### src/rtl/hazard_scheduler.sv
// Stall/flush/forward controller for the 5-stage pipeline with memory-wait FSM.
// Define HAZARD_PERF_EN to build the saturating stall/flush performance counters.
module hazard_scheduler #(
  parameter int MEM_TIMEOUT = 16,
  parameter int CNT_W       = 16
) (
  input  logic             clk,
  input  logic             rst,
  input  logic [4:0]       Rs1_D,
  input  logic [4:0]       Rs2_D,
  input  logic [4:0]       Rs1_E,
  input  logic [4:0]       Rs2_E,
  input  logic [4:0]       Rd_E,
  input  logic [4:0]       Rd_M,
  input  logic [4:0]       Rd_W,
  input  logic             RegWrite_M,
  input  logic             RegWrite_W,
  input  logic [1:0]       ResultSrc_E,
  input  logic             PCSrc_E,
  input  logic             MemReq_M,
  input  logic             MemReady_M,
  output logic             Stall_F,
  output logic             Stall_D,
  output logic             Stall_E,
  output logic             Stall_M,
  output logic             Flush_D,
  output logic             Flush_E,
  output logic [1:0]       ForwardA_E,
  output logic [1:0]       ForwardB_E,
  output logic             MemTimeout,
  output logic [CNT_W-1:0] StallCount,
  output logic [CNT_W-1:0] FlushCount
);

  localparam logic [0:0]  S_RUN  = 1'b0;
  localparam logic [0:0]  S_WAIT = 1'b1;
  localparam logic [15:0] TO_MAX = 16'(MEM_TIMEOUT);

  logic [0:0]  r_state;
  logic [15:0] r_wcnt;
  logic        r_timeout;
  logic        w_force;
  logic        w_memwait;
  logic        w_lwstall;

  function automatic logic [1:0] fwd_sel(
    input logic [4:0] rs,
    input logic       we_m,
    input logic [4:0] rd_m,
    input logic       we_w,
    input logic [4:0] rd_w
  );
    if (we_m && rd_m != 5'd0 && rd_m == rs)
      return 2'b10;
    else if (we_w && rd_w != 5'd0 && rd_w == rs)
      return 2'b01;
    else
      return 2'b00;
  endfunction

  // r_wcnt holds the number of frozen cycles already spent in this wait
  assign w_force   = (r_state == S_WAIT) && (r_wcnt == TO_MAX);
  assign w_memwait = MemReq_M && !MemReady_M && !w_force;
  assign w_lwstall = (ResultSrc_E == 2'b01) && (Rd_E != 5'd0) &&
                     ((Rd_E == Rs1_D) || (Rd_E == Rs2_D));

  always_comb begin
    Stall_F    = 1'b0;
    Stall_D    = 1'b0;
    Stall_E    = 1'b0;
    Stall_M    = 1'b0;
    Flush_D    = 1'b0;
    Flush_E    = 1'b0;
    ForwardA_E = 2'b00;
    ForwardB_E = 2'b00;
    if (rst) begin
      ForwardA_E = fwd_sel(Rs1_E, RegWrite_M, Rd_M,
                           RegWrite_W, Rd_W);
      ForwardB_E = fwd_sel(Rs2_E, RegWrite_M, Rd_M,
                           RegWrite_W, Rd_W);
      if (w_memwait) begin
        Stall_F = 1'b1;
        Stall_D = 1'b1;
        Stall_E = 1'b1;
        Stall_M = 1'b1;
      end else if (PCSrc_E) begin
        Flush_D = 1'b1;
        Flush_E = 1'b1;
      end else if (w_lwstall) begin
        Stall_F = 1'b1;
        Stall_D = 1'b1;
        Flush_E = 1'b1;
      end
    end
  end

  always_ff @(posedge clk or negedge rst) begin
    if (!rst) begin
      r_state   <= S_RUN;
      r_wcnt    <= 16'd0;
      r_timeout <= 1'b0;
    end else begin
      case (r_state)
        S_RUN: begin
          if (w_memwait) begin
            r_state <= S_WAIT;
            r_wcnt  <= 16'd1;
          end
        end
        S_WAIT: begin
          if (MemReady_M || !MemReq_M) begin
            r_state <= S_RUN;
            r_wcnt  <= 16'd0;
          end else if (w_force) begin
            r_state   <= S_RUN;
            r_timeout <= 1'b1;
            r_wcnt    <= 16'd0;
          end else begin
            r_wcnt <= r_wcnt + 16'd1;
          end
        end
        default: begin
          r_state <= S_RUN;
          r_wcnt  <= 16'd0;
        end
      endcase
    end
  end

  assign MemTimeout = r_timeout;

`ifdef HAZARD_PERF_EN
  logic [CNT_W-1:0] r_scnt;
  logic [CNT_W-1:0] r_fcnt;
  logic             w_any_stall;
  logic             w_any_flush;

  assign w_any_stall = Stall_F | Stall_D | Stall_E | Stall_M;
  assign w_any_flush = Flush_D | Flush_E;

  always_ff @(posedge clk or negedge rst) begin
    if (!rst) begin
      r_scnt <= '0;
      r_fcnt <= '0;
    end else begin
      if (w_any_stall && r_scnt != '1)
        r_scnt <= r_scnt + CNT_W'(1);
      if (w_any_flush && r_fcnt != '1)
        r_fcnt <= r_fcnt + CNT_W'(1);
    end
  end

  assign StallCount = r_scnt;
  assign FlushCount = r_fcnt;
`else
  assign StallCount = '0;
  assign FlushCount = '0;
`endif

endmodule

### config.mk
export PLATFORM = sky130hd
export DESIGN_NAME = hazard_scheduler
export DESIGN_NICKNAME = d
export VERILOG_FILES = /design/src/rtl/hazard_scheduler.sv
export SDC_FILE = /design/constraint.sdc
export NUM_CORES = 1
export LEC_CHECK = 0
export ABC_AREA = 1
export BUFFER_PORTS_ARGS = -buffer_cell sky130_fd_sc_hd__clkbuf_2
export CORE_UTILIZATION = 45
export DETAILED_ROUTE_END_ITERATION = 8
export MAX_ROUTING_LAYER = met4
export PLACE_DENSITY = 0.75
export SLEW_MARGIN = 20
export SYNTH_ARGS = -nofsm -noshare
export SYNTH_HDL_FRONTEND = slang
export SYNTH_SLANG_ARGS = --single-unit
### constraint.sdc
create_clock -name clk -period 2.9 [get_ports clk]
set_input_delay 0.435 -clock clk [delete_from_list [all_inputs] [get_ports clk]]
set_output_delay 0.435 -clock clk [all_outputs]
set_load 0.01 [all_outputs]
---- Word level (Yosys, flattened, before mapping) ----
Index checks and enable logic that the tools add are counted.
word-level totals
  bits in registers ....................... 18
  input port bits ......................... 44
  output and inout bits ................... 43
  word-level logic and storage cells ...... 60
operators by class
  add/sub/neg operators ................... 1
  eq/ne operators ......................... 9
  mux-type cells .......................... 25
  bitwise logic cells ..................... 2
  reductions and logical operators ........ 20
operators by type and width
  operator               number
  $mux 16                3
  $pmux 16 s2            1
  $eq 5x5->1             6
  $add 16x1->16 const B  1
  $eq 16x5->1 const B    1
  $mux 1                 16
  $reduce_bool 5->1      3
  $logic_and 1x1->1      11
  $mux 2                 4
  $logic_not 1->1        3
  $reduce_and 3->1       1
  $eq 2x1->1 const B     1
  $logic_or 1x1->1       2
  $ne 2x2->1 const B     1
  $not 1->1              2
  $pmux 1 s2             1

---- Longest topological paths before layout ----
Gate-level depths: netlist of the first run.
  word-level depth ........................ 7
  depth in mapped cells ................... 9

---- Worst setup path before layout of the first run ----
Ideal clock, no wire load.
  kind .................................... flip-flop to output port
  from .................................... register r_wcnt[0]
  to ...................................... output port Stall_F
  data arrival time ....................... 1435 ps
  data required time ...................... 2465 ps
  setup slack ............................. 1030 ps
  stages on the path, launching flop included .. 9
  cells stage by stage .................... dfrtp_1 > inv_1 > ha_1 > nand4_1 > nor2_2 > nand3_2 > nand2_2 > o21ai_0 > buf_4
on the way
  longest elaborated chain between the ends .. 6
RTL lines
  what                    RTL line  text
  start, declared         40        logic [15:0] r_wcnt;
  start signal, assigned  119       r_wcnt <= r_wcnt + 16'd1;
  $eq 16x5->1             62        assign w_force = (r_state == S_WAIT) && (r_wcnt == TO_MAX);
  $logic_and 1x1->1       62
  $logic_not 1->1         63        assign w_memwait = MemReq_M && !MemReady_M && !w_force;
  $logic_and 1x1->1       63
  $mux 1 (2 in series)    n/a
  end, declared           22        output logic Stall_F,
No other way between the ends.

---- Final worst setup path of the first run ----
  from .................................... register r_wcnt[0]
  to ...................................... output port Flush_E
on the way
  longest elaborated chain between the ends .. 6
RTL lines
  what               RTL line  text
  $eq 16x5->1        62
  $logic_and 1x1->1  62
  $logic_not 1->1    63
  $logic_and 1x1->1  63
  $mux 1             81        if (w_memwait) begin
  $mux 1             76        if (rst) begin
  end, declared      27        output logic Flush_E,
No other way between the ends.

==> flow_metrics.tcl, run 1 <==
set metrics [dict create \
    ys_types 27 \
    path_class "reg2out" \
    yosysSeqAreaShare_pct 23.3 \
    layout.cells.non_filler 396 \
    postSynthAreaPerCell_um2 6.67 \
    cts_tree "done" \
    hold_violations 0 \
    holdWs_ns 0.179 \
    start_util_pct 47.6 \
    drt.antenna.violating_nets 0 \
    r2r-start "r_wcnt[0]" \
    gp_congestion 0.863 \
    antenna_found_initial 0 \
    p_per_area_nw_per_um2 290 \
    dpl_cell_area_um2 2130 \
    reg2reg_to "r_wcnt[10]" \
    grt_max_degree 20 \
    synth-main-ff-cell "dfrtp_1" \
    leakage_nw 1.23 \
    fin_tns_setup_ns 0 \
    grt_pass1_wl_um 7090 \
    ys_ff_latch 18 \
    fillers 395 \
    critPathCaptureType "primary output" \
    drc 0 \
    fin_nets 393 \
    synthCells 290 \
    design_area_um2 2190 \
    setup_slack_ns 0.701 \
    cts_root_buffer "clkbuf_8" \
    maxCapViolCount 0 \
    routedWlPerCell_um 10.1 \
    area_growth_pct 13.3 \
    ios 87 \
    synth_edf_count 0 \
    hpwl_um 3410 \
    dp_worst_setup_slack_ns 0.984 \
    cts_buffers 3 \
    clkTransAtPathRegs_ns 0.07 \
    num_vias 1829 \
    setup_viol_count_final 0 \
    die_y_um 67.5 \
    fmax_mhz 455 \
    die-area_um2 4560 \
    finalCritPeriodShare_pct 75.8 \
    port_buffers 54 \
    ys_async_sr_fraction_pct 100 \
    rr_worst_depth 9 \
    placedCellCount 392 \
    core-area_um2 4060 \
    peakVddDrop_mv 0.139 \
    crit_fanout 5 \
    period_needed_ns 2.20 \
    ctsResizeCount 0 \
    diodes 0 \
    drt_wl_total_um 4010 \
    cts.sinks 18 \
    rsz0062_at_grt "false" \
    critPathLaunchType "flop" \
    worst_ep_required_time_ns 2.47 \
    status "finished clean" \
    track_usage_pct 21.0 \
    crit_arrival_ns 1.76 \
    postCtsSetupBuffers 0 \
    hp-class "in2async" \
    drt_iter0_markers 72 \
    cts_hold_buf 0 \
    grt_pass1_vias 1715 \
    drv_slew 0 \
    netlist_area_um2 1930 \
    drive_gt1_share_pct 24.6 \
    clk_path_buf_depth 2 \
    insertion_delay_ns 0.26 \
    fin_skew_ns 0.00339 \
    h-tree-depth 1 \
    fp.dieW_um 67.5 \
    r2r_slack_ns 1.41 \
    yosysWarnings 0 \
    vias_per_cell 4.62 \
    overflow 0 \
    first_pass_iters 5 \
    num_rows 23 \
]
==> where the power goes <==
part	switching, W	internal [W]	total, W
logic	0.0000996	0.0000622	0.000162
clock network	0.0000916	0.000121	0.000213
registers	0.00000532	0.000256	0.000261
total	0.000197	0.000439	0.000635
==> how the worst max path moves through the flow <==
stage	from	endpoint	slack (ns)	cells past startpoint
global route	r_wcnt[0]	Stall_D	0.57	8
global placement	r_wcnt[0]	Flush_E	1.02	9
detailed placement	r_wcnt[0]	Flush_E	0.98	9
floorplan	r_wcnt[0]	Stall_F	1.03	8
CTS	r_wcnt[0]	Flush_E	0.69	9
finish	r_wcnt[0]	Flush_E	0.70	9
==> kinds of logic after synthesis <==
kind of cell / share of synthesized area (%)
AND/OR/NAND/NOR: 36.8
buffers and inverters: 21.0
XOR/XNOR: 12.2
flip-flops: 23.3
AO/OA/AOI/OAI: 5.18
adder cells (fa/ha/maj): 1.29
other: 0.194
==> metal layers <==
metal	part of all wire (%)	vias to the layer above	global-route usage [%]
li1	-	953	-
met1	45	795	25.2
met2	48	74	35.4
met3	5.4	7	2.03
met4	1.9	0	9.31
met5	0	-	-
==> per-stage QoR <==
stage / power, W / util [%]
floorplan: 0.000393 / -
global placement: 0.000425 / 52.6
finish: 0.000635 / 54.0
global route: 0.000676 / 54.0
detailed placement: 0.000428 / 52.6
CTS: 0.000642 / 54.0
==> registers in the layout, indices dropped and copies added (netlist names) <==
register    flops
MemTimeout      1
r_wcnt         16
r_state         1
==> cell usage after synthesis, types with 2 or more instances <==
master | n | area (µm²)
nand2_1 | 61 | 229
inv_1 | 37 | 139
buf_4 | 34 | 255
nor2_1 | 33 | 124
nand3_1 | 26 | 130
xor2_1 | 20 | 175
dfrtp_1 | 18 | 450
o21ai_0 | 11 | 55.1
nor3_1 | 8 | 40.0
xnor2_1 | 7 | 61.3
nor2_2 | 6 | 37.5
nand4_1 | 5 | 31.3
inv_2 | 3 | 11.3
nand2_2 | 3 | 18.8
or2_2 | 3 | 18.8
ha_1 | 2 | 25.0
nand3_2 | 2 | 20.0
nor2_4 | 2 | 22.5
==> placed cells by master (no fill, tap or decap), drive strengths merged <==
master	netlist	layout
nand3	28	28
nor2	41	41
conb	1	32
inv	40	40
nor3	10	10
xnor2	7	7
ha	2	2
clkbuf	0	58
xor2	20	20
nand2	64	64
a21boi	1	1
o21ai	12	12
nor2b	1	1
nand4	5	5
buf	34	1
a31o	1	1
a21oi	1	1
dfrtp	18	18
or2	3	3
and2	1	1
==> area by class of cell <==
cell class	instances	area, µm²	share of cell area, %
clock buffer	4	55.1	2.51
inverter	40	150	6.86
multi-input combinational	229	1190	54.5
sequential	18	450	20.6
tap	50	62.6	2.86
timing repair buffer	55	278	12.7
==> worst max-delay path: stages (launching register included) <==
cell and delay, ns:
dfrtp_1 0.41, inv_1 0.09, ha_1 0.14, nand4_1 0.10
nor2_2 0.22, nand3_2 0.10, nand2_2 0.13, nand2_2 0.07
a21oi_2 0.10, clkbuf_2 0.13
(Power assumes the default switching activity.)
==> inputs of run 2 (changes only) <==
- clock period: 2.9 -> 2.2 ns (I/O delays scaled with it)
==> flow_metrics.tcl, run 2 (synthesis gave the netlist of run 1 again) <==
set metrics [dict create \
    hpwl_um 3400 \
    drt_iter0_markers 88 \
    final_cell_mix "61 x nand2_1, 54 x clkbuf_2, 37 x inv_1, 33 x nor2_1, 32 x conb_1" \
    final_util_pct 54.1 \
    rsz0062_at_grt "false" \
    clk_path_buf_depth 2 \
    fmax_mhz 492 \
    num_vias 1806 \
    track_usage_pct 21.1 \
    clkTransAtPathRegs_ns 0.07 \
    drive_gt1_share_pct 24.6 \
    fin_nets 394 \
    area_growth_pct 13.5 \
    die-area_um2 4560 \
    grt_max_degree 20 \
    r2r-start "r_wcnt[0]" \
    routedWlPerCell_um 10.1 \
    crit_start "r_wcnt[1]" \
    num_rows 23 \
    critPathCaptureType "primary output" \
    combinationalPowerShare_pct 27.7 \
    p_per_area_nw_per_um2 365 \
    p_int_w 0.000546 \
    switchingPower_w 0.000254 \
    drv_slew 0 \
    drc 0 \
    finalCritPeriodShare_pct 92.4 \
    start_util_pct 47.6 \
    fillers 402 \
    crit_arrival_ns 1.70 \
    hp-class "in2async" \
    hold_violations 0 \
    gp_congestion 0.855 \
    cts.sinks 18 \
    core-area_um2 4060 \
    fin_tns_setup_ns 0 \
    ios 87 \
    cts_buffers 3 \
    drt_wl_total_um 4000 \
    final_common_cell "nand2_1" \
    swShare_pct 31.7 \
    insertion_delay_ns 0.26 \
    grt_pass1_wl_um 6990 \
    peakVddDrop_mv 0.172 \
    die_y_um 67.5 \
    largest_reg_flops 16 \
    seqPwrFrac_pct 42.8 \
    clkPwrFrac_pct 29.5 \
    worst_ep_required_time_ns 1.87 \
    leakage_nw 1.23 \
    drt.antenna.violating_nets 0 \
    cts_root_buffer "clkbuf_8" \
    h-tree-depth 1 \
    fp.dieW_um 67.5 \
    critPathLaunchType "flop" \
    first_pass_iters 4 \
    port_buffers 54 \
    grt_pass1_vias 1734 \
    multi_input_area_um2 1200 \
    status "finished clean" \
    diodes 0 \
    path_class "reg2out" \
    largest_register "r_wcnt" \
    crit_fanout 5 \
    vias_per_cell 4.56 \
    period_needed_ns 2.03 \
    antenna_found_initial 0 \
    overflow 0 \
    setup_viol_count_final 0 \
    maxCapViolCount 0 \
    cts_tree "done" \
    cts_hold_buf 0 \
    fin_skew_ns 0.00213 \
    seqCellArea_um2 450 \
]
-- run 2: changes by cell type in the layout (fill, tap and decap cells not counted), sizes merged --
cell / change
buf: +1
clkbuf: -1
-- run 2: power groups by stage --
| stage | combinational, W | clock (W) | sequential (W) |
|---|---|---|---|
| floorplan | 0.000169 | 0 | 0.000349 |
| global placement | 0.000210 | 0 | 0.000350 |
| detailed placement | 0.000214 | 0 | 0.000350 |
| CTS | 0.000215 | 0.000245 | 0.000344 |
| global route | 0.000254 | 0.000253 | 0.000342 |
| finish | 0.000221 | 0.000236 | 0.000342 |
-- run 2: through the flow --
stage	hold slack (ns)	setup WS [ns]	power [W]	std cells	instance area [µm²]
2_1_floorplan	0.0344	0.435	0.000518	321	2050
3_3_place_gp	0.360	0.428	0.000560	392	2130
3_5_place_dp	0.358	0.389	0.000564	392	2130
4_1_cts	0.0725	0.0944	0.000803	395	2180
5_1_grt	0.0840	0.0170	0.000850	396	2190
6_report	0.0718	0.167	0.000800	396	2190
-- run 2: worst paths after layout --
path | slack, ns | to | cells past startpoint
worst max-delay path | 0.17 | Flush_E | 9
max in group asynchronous | 1.92 | MemTimeout | 2
worst min-delay path | 0.07 | r_wcnt[8] | 2
worst max register to register | 0.69 | r_wcnt[14] | 9
min in group clk | 0.40 | r_state | 4
worst min register to register | 0.51 | r_wcnt[14] | 2
-- run 2: final cells by class --
cell class | count | share of cell area [%]
Timing Repair Buffer | 56 | 13.0
Sequential cell | 18 | 20.5
Clock buffer | 3 | 1.88
Tap cell | 50 | 2.85
Multi-Input combinational cell | 229 | 54.9
Inverter | 40 | 6.85
-- run 2: repair_timing --
| action | 4_1_cts | 5_1_grt |
|---|---|---|
| buffers inserted | 0 | 1 |
| hold endpoints to repair | 0 | 0 |
| gates resized for setup | 0 | 2 |
| endpoints found under the setup margin | 0 | 2 |
-- run 2: worst max-delay path: stages (launching register included) --
cell and delay, ns:
dfrtp_1 0.40, inv_1 0.07, ha_1 0.13, nand4_1 0.14, nor2_4 0.20, nand3_2 0.10, nand2_4 0.10, nand2_2 0.06
a21oi_2 0.10, clkbuf_2 0.14
-- run 2: routing by layer --
layer  wire (µm)  track usage [%]  part of all wire [%]
met1        1800             24.7                    45
met2        1890             35.5                    47
met3         198             2.03                   4.9
met4         110             10.6                   2.7
met5           0                -                     0
